$ cat src/rtl/fust_g_table.sv
// Issue queue of NROWS rows with tag wakeup and oldest-first selection; dispatch and issue are combinational offers, so state changes at the next edge.
// Dispatch back-pressures via disp_ready when full; issue offers are held while iss_ready is low.
module fust_g_table #(
  parameter int NROWS = 4,
  parameter int OPW   = 4,
  parameter int REGW  = 5,
  parameter int TAGW  = 4,
  localparam int IDXW = $clog2(NROWS),
  localparam int ROWW = OPW + 3*REGW + 2*TAGW
) (
  input  logic            CLK,
  input  logic            RST,
  input  logic            disp_en,
  input  logic [ROWW-1:0] disp_row,
  input  logic            disp_r1,
  input  logic            disp_r2,
  output logic            disp_ready,
  output logic [IDXW-1:0] disp_idx,
  input  logic            wb_en,
  input  logic [TAGW-1:0] wb_tag,
  output logic            iss_valid,
  input  logic            iss_ready,
  output logic [IDXW-1:0] iss_idx,
  output logic [ROWW-1:0] iss_row,
  input  logic            flush,
  output logic [NROWS-1:0] busy
);

  localparam logic [IDXW-1:0] AGE_MAX = IDXW'(NROWS - 1);

  logic [ROWW-1:0]  pay_q [NROWS];
  logic [IDXW-1:0]  age_q [NROWS];
  logic [IDXW-1:0]  age_d [NROWS];
  logic [NROWS-1:0] busy_q, r1_q, r2_q, elig, older;
  logic [IDXW-1:0]  best_age;
  logic             found;
  logic             do_disp, do_iss;
  logic             disp_w1, disp_w2;

  assign busy       = busy_q;
  assign disp_ready = |(~busy_q);
  assign elig       = busy_q & r1_q & r2_q;
  assign iss_valid  = |elig;
  assign iss_row    = iss_valid ? pay_q[iss_idx] : '0;
  assign do_disp    = disp_en & disp_ready;
  assign do_iss     = iss_valid & iss_ready;

  // Same-cycle writeback bypass into the row being dispatched.
  assign disp_w1 = disp_r1 | (wb_en && disp_row[2*TAGW-1:TAGW] == wb_tag);
  assign disp_w2 = disp_r2 | (wb_en && disp_row[TAGW-1:0] == wb_tag);

  always_comb begin
    disp_idx = '0;
    for (int i = NROWS - 1; i >= 0; i--) begin
      if (!busy_q[i]) disp_idx = IDXW'(i);
    end
  end

  always_comb begin
    iss_idx  = '0;
    best_age = '0;
    found    = 1'b0;
    for (int i = 0; i < NROWS; i++) begin
      if (elig[i] && (!found || age_q[i] > best_age)) begin
        iss_idx  = IDXW'(i);
        best_age = age_q[i];
        found    = 1'b1;
      end
    end
  end

  // Age is the row's rank among busy rows (0 = youngest). Rows older than an
  // issued row step down so ranks stay dense and unique; saturation then never
  // collapses two rows onto the same age.
  always_comb begin
    older = '0;
    for (int i = 0; i < NROWS; i++) begin
      age_d[i] = age_q[i];
      older[i] = do_iss && (age_q[i] > age_q[iss_idx]);
      if (do_disp && !older[i] && age_q[i] != AGE_MAX)
        age_d[i] = age_q[i] + 1'b1;
      else if (!do_disp && older[i])
        age_d[i] = age_q[i] - 1'b1;
    end
  end

  always_ff @(posedge CLK or posedge RST) begin
    if (RST) begin
      busy_q <= '0;
      r1_q   <= '0;
      r2_q   <= '0;
      for (int i = 0; i < NROWS; i++) begin
        age_q[i] <= '0;
        pay_q[i] <= '0;
      end
    end else if (flush) begin
      busy_q <= '0;
      r1_q   <= '0;
      r2_q   <= '0;
      for (int i = 0; i < NROWS; i++) age_q[i] <= '0;
    end else begin
      for (int i = 0; i < NROWS; i++) begin
        age_q[i] <= age_d[i];
        if (wb_en && busy_q[i] && pay_q[i][2*TAGW-1:TAGW] == wb_tag) r1_q[i] <= 1'b1;
        if (wb_en && busy_q[i] && pay_q[i][TAGW-1:0] == wb_tag)      r2_q[i] <= 1'b1;
      end
      if (do_iss) busy_q[iss_idx] <= 1'b0;
      // The dispatch row is never busy, so it cannot collide with the issued row.
      if (do_disp) begin
        pay_q[disp_idx]  <= disp_row;
        busy_q[disp_idx] <= 1'b1;
        age_q[disp_idx]  <= '0;
        r1_q[disp_idx]   <= disp_w1;
        r2_q[disp_idx]   <= disp_w2;
      end
    end
  end

endmodule

$ cat config.mk
export PLATFORM = sky130hd
export DESIGN_NAME = fust_g_table
export DESIGN_NICKNAME = d
export VERILOG_FILES = /design/src/rtl/fust_g_table.sv
export SDC_FILE = /design/constraint.sdc
export NUM_CORES = 1
export LEC_CHECK = 0
export CAP_MARGIN = 25
export CORE_UTILIZATION = 55
export CTS_CLUSTER_SIZE = 14
export DETAILED_ROUTE_END_ITERATION = 7
export MAX_ROUTING_LAYER = met4
export PLACE_DENSITY = 0.78
export SYNTH_ARGS = -nofsm -noshare
export SYNTH_HDL_FRONTEND = slang
export SYNTH_SLANG_ARGS = --single-unit
$ cat constraint.sdc
create_clock -name CLK -period 6.35 [get_ports CLK]
set_input_delay 0.635 -clock CLK [delete_from_list [all_inputs] [get_ports CLK]]
set_output_delay 0.635 -clock CLK [all_outputs]
set_load 0.005 [all_outputs]
==> impl_metrics.env <==
export IMPL_status="completed"
export IMPL_hold_slack_ns=0.472
export IMPL_dr_wl_met3_um=1180
export IMPL_io_buffer_count=75
export IMPL_grt_antenna_before_repair=0
export IMPL_path_max_fanout=20
export IMPL_grtUsageTotal_pct=31.2
export IMPL_met2_length_um=9010
export IMPL_fmax_mhz=167
export IMPL_grt_pass1_vias=5967
export IMPL_grt_overflow_total=0
export IMPL_final_antenna_net_count=0
export IMPL_fin_nets=820
export IMPL_power_switching_share_pct=27.1
export IMPL_maxCapViolCount=0
export IMPL_grt_pass1_wl_um=30400
export IMPL_wire_per_inst_um=19.6
export IMPL_dr_max_layer_used="met4"
export IMPL_setup_viol=0
export IMPL_place_ws_ns=0.183
export IMPL_clkPwrFrac_pct=40.1
export IMPL_drt_pass1_iterations=5
export IMPL_synth_area_leaders="dfrtp_1, mux2_2, nand2_1"
export IMPL_power_leakage_uw=0.00382
export IMPL_endpoint_kind="output pin"
export IMPL_start_util_pct=57.6
export IMPL_critical_path_class="flop to output pin"
export IMPL_finClkSkew_ns=0.00965
export IMPL_syn_num_nets=745
export IMPL_rrSetupSlack_ns=0.50
export IMPL_hold_path_class="flop to flop"
export IMPL_hold_violations=0
export IMPL_arrival_ns=5.36
export IMPL_grt_setup_unrepaired="false"
export IMPL_synth_cells=692
export IMPL_ys_flop_type="dfrtp_1"
export IMPL_p_seq_share_pct=43.7
export IMPL_cts_tree="yes"
export IMPL_fp_dieW_um=115
export IMPL_avgViaCountPerCell=6.06
export IMPL_peakVddDrop_mv=0.229
export IMPL_drt_total_wl_um=18600
export IMPL_tns_ns=0
export IMPL_worst_slew_pin_slew_ns=0.950
export IMPL_synth_edf_count=0
export IMPL_drt_iter0_drc=430
export IMPL_required_ns=5.71
export IMPL_die_h_um=115
export IMPL_cts_sinks=128
export IMPL_worst_slack_ns=0.359
export IMPL_io_pins=76
export IMPL_synth_cell_area_um2=7030
export IMPL_vias=5742
export IMPL_layout_drive_gt1_share_pct=21.0
export IMPL_async_flop_share_pct=100
export IMPL_netlist_top_cells_count="dfrtp_1, nand2_1, mux2_2, a21oi_1, nor2_1"
export IMPL_place_congestion=0.928
export IMPL_grt_max_degree=81
export IMPL_max_slew_margin_rel_pct=36.5
export IMPL_p_sw_uw=638
export IMPL_synth_seq_cells=128
export IMPL_rows=40
export IMPL_dieArea_um2=13200
export IMPL_syn_area_per_cell_um2=10.2
export IMPL_yosysMostFrequentCell="dfrtp_1"
export IMPL_drcViolationCount=0
export IMPL_cts_buffers=17
export IMPL_synth_warnings=0
export IMPL_hpwl_um=12100
export IMPL_clkTransAtPathRegs_ns=0.06
export IMPL_core_um2=12200
export IMPL_ctsHoldBuffers=0
export IMPL_cts_max_path_buffers=2
export IMPL_antennaDiodeCount=0
export IMPL_insertion_delay_ns=0.42
export IMPL_cts_max_level=4
export IMPL_synth_distinct_cells=65
export IMPL_syn_to_final_growth_pct=22.5
export IMPL_slew_viol_final=0
export IMPL_power_frac_comb_pct=16.2
export IMPL_synth_top_area_cell="dfrtp_1"
export IMPL_fin_crit_ns=5.99
export IMPL_nFillCells=906
export IMPL_start_kind="flop"
export IMPL_finalCritPeriodShare_pct=94.4
export IMPL_yosysTopAreaCellShare_pct=45.6
export IMPL_synth_seq_area_share_pct=45.6
export IMPL_wl_met1_um=8010
export IMPL_p_int_uw=1720
export IMPL_cts_root_buffer="clkbuf_16"
export IMPL_power_density_nw_per_um2=274
area by class of cell:
cell class                      count  area [µm²]  share of cell area (%)
Inverter                            9        37.5                   0.436
Timing Repair Buffer               96         945                    11.0
Multi-Input combinational cell    515        3650                    42.4
Clock inverter                     10         110                    1.28
Clock buffer                       22         454                    5.27
Sequential cell                   128        3200                    37.2
Tap cell                          168         210                    2.44
routing by layer:
layer,up-vias,GRT usage [%]
met5,-,-
met4,0,13.9
met3,38,6.38
met2,229,48.6
met1,2841,39.4
li1,2634,-
worst max-delay path: stages (launching register included):
cell and delay (ns):
dfrtp_2 0.42, and3_4 0.23, nand2_2 0.10, ha_1 0.32, and2b_1 0.20, o21ai_4 0.19
a21oi_2 0.13, nor2_1 0.15, nor2_1 0.06, ha_1 0.28, nor2b_1 0.13, o21ai_1 0.24
a21oi_4 0.12, o31ai_1 0.26, ha_1 0.30, nor2b_1 0.13, o21ai_1 0.18, a21o_1 0.18
nand2b_1 0.14, nor2_4 0.18, buf_12 0.19, nand2_1 0.08, a21oi_1 0.18, clkdlybuf4s50_1 0.54
cell usage in the layout, fill, tap and decap left out, drive strengths merged, types with 3 or more instances in the layout:
cell type and n:
nand4 7, o22ai 4, xnor2 10, nand2 127
o21ai 37, clkbuf 22, a41oi 3, a221o 25
a31oi 5, clkdlybuf4s50 75, buf 21, inv 9
nand2b 3, nand3 10, or3 4, a21oi 42
nor3 19, dfrtp 128, nor2b 3, o31ai 7
and3 5, nor2 38, a221oi 7, xor2 30
clkinv 7, ha 14, mux2 81, and2 3
cell families after synthesis:
logic type | count (synthesis) | share of synthesized area (%)
compound gates | 151 | 15.5
xor+xnor | 40 | 4.98
fa+ha+maj | 14 | 2.49
buf+inv | 49 | 3.11
flops | 128 | 45.6
mux | 83 | 13.3
simple gates | 227 | 15.1
what timing repair did:
action / in CTS / in global routing
buffers inserted: 0 / 5
resized for setup: 2 / 4
endpoints found under the setup margin: 20 / 32
pin swaps: 0 / 2
power groups by stage:
stage / Combinational [µW] / Sequential [µW] / Clock (µW)
after floorplan: 277 / 1010 / 0
after global placement: 356 / 1030 / 0
after detailed placement: 372 / 1040 / 0
after CTS: 376 / 1030 / 946
after global routing: 423 / 1040 / 986
final: 381 / 1030 / 946
path summary, 6_finish.rpt:
path,endpoint,from,cells after the start
hold / removal,pay_q[65],pay_q[65],2
setup reg to reg,age_q[0],busy[0],26
hold reg to reg,pay_q[65],pay_q[65],2
max in group asynchronous,pay_q[19],RST,4
min in group asynchronous,pay_q[55],RST,2
setup / recovery,iss_row[6],busy[0],23
flip-flops by register name, indices dropped and copies added (netlist names):
register,cells
pay_q,108
age_q,8
busy,4
r1_q,4
r2_q,4
metrics by stage:
step | power (µW) | instances | cell area [µm²] | util [%]
2_1_floorplan | 1290 | 692 | 7030 | -
3_3_place_gp | 1380 | 910 | 7960 | 65.2
3_5_place_dp | 1410 | 910 | 7960 | 65.2
4_1_cts | 2350 | 942 | 8530 | 69.9
5_1_grt | 2450 | 948 | 8610 | 70.5
6_report | 2360 | 948 | 8610 | 70.5
(Power assumes the default switching activity.)
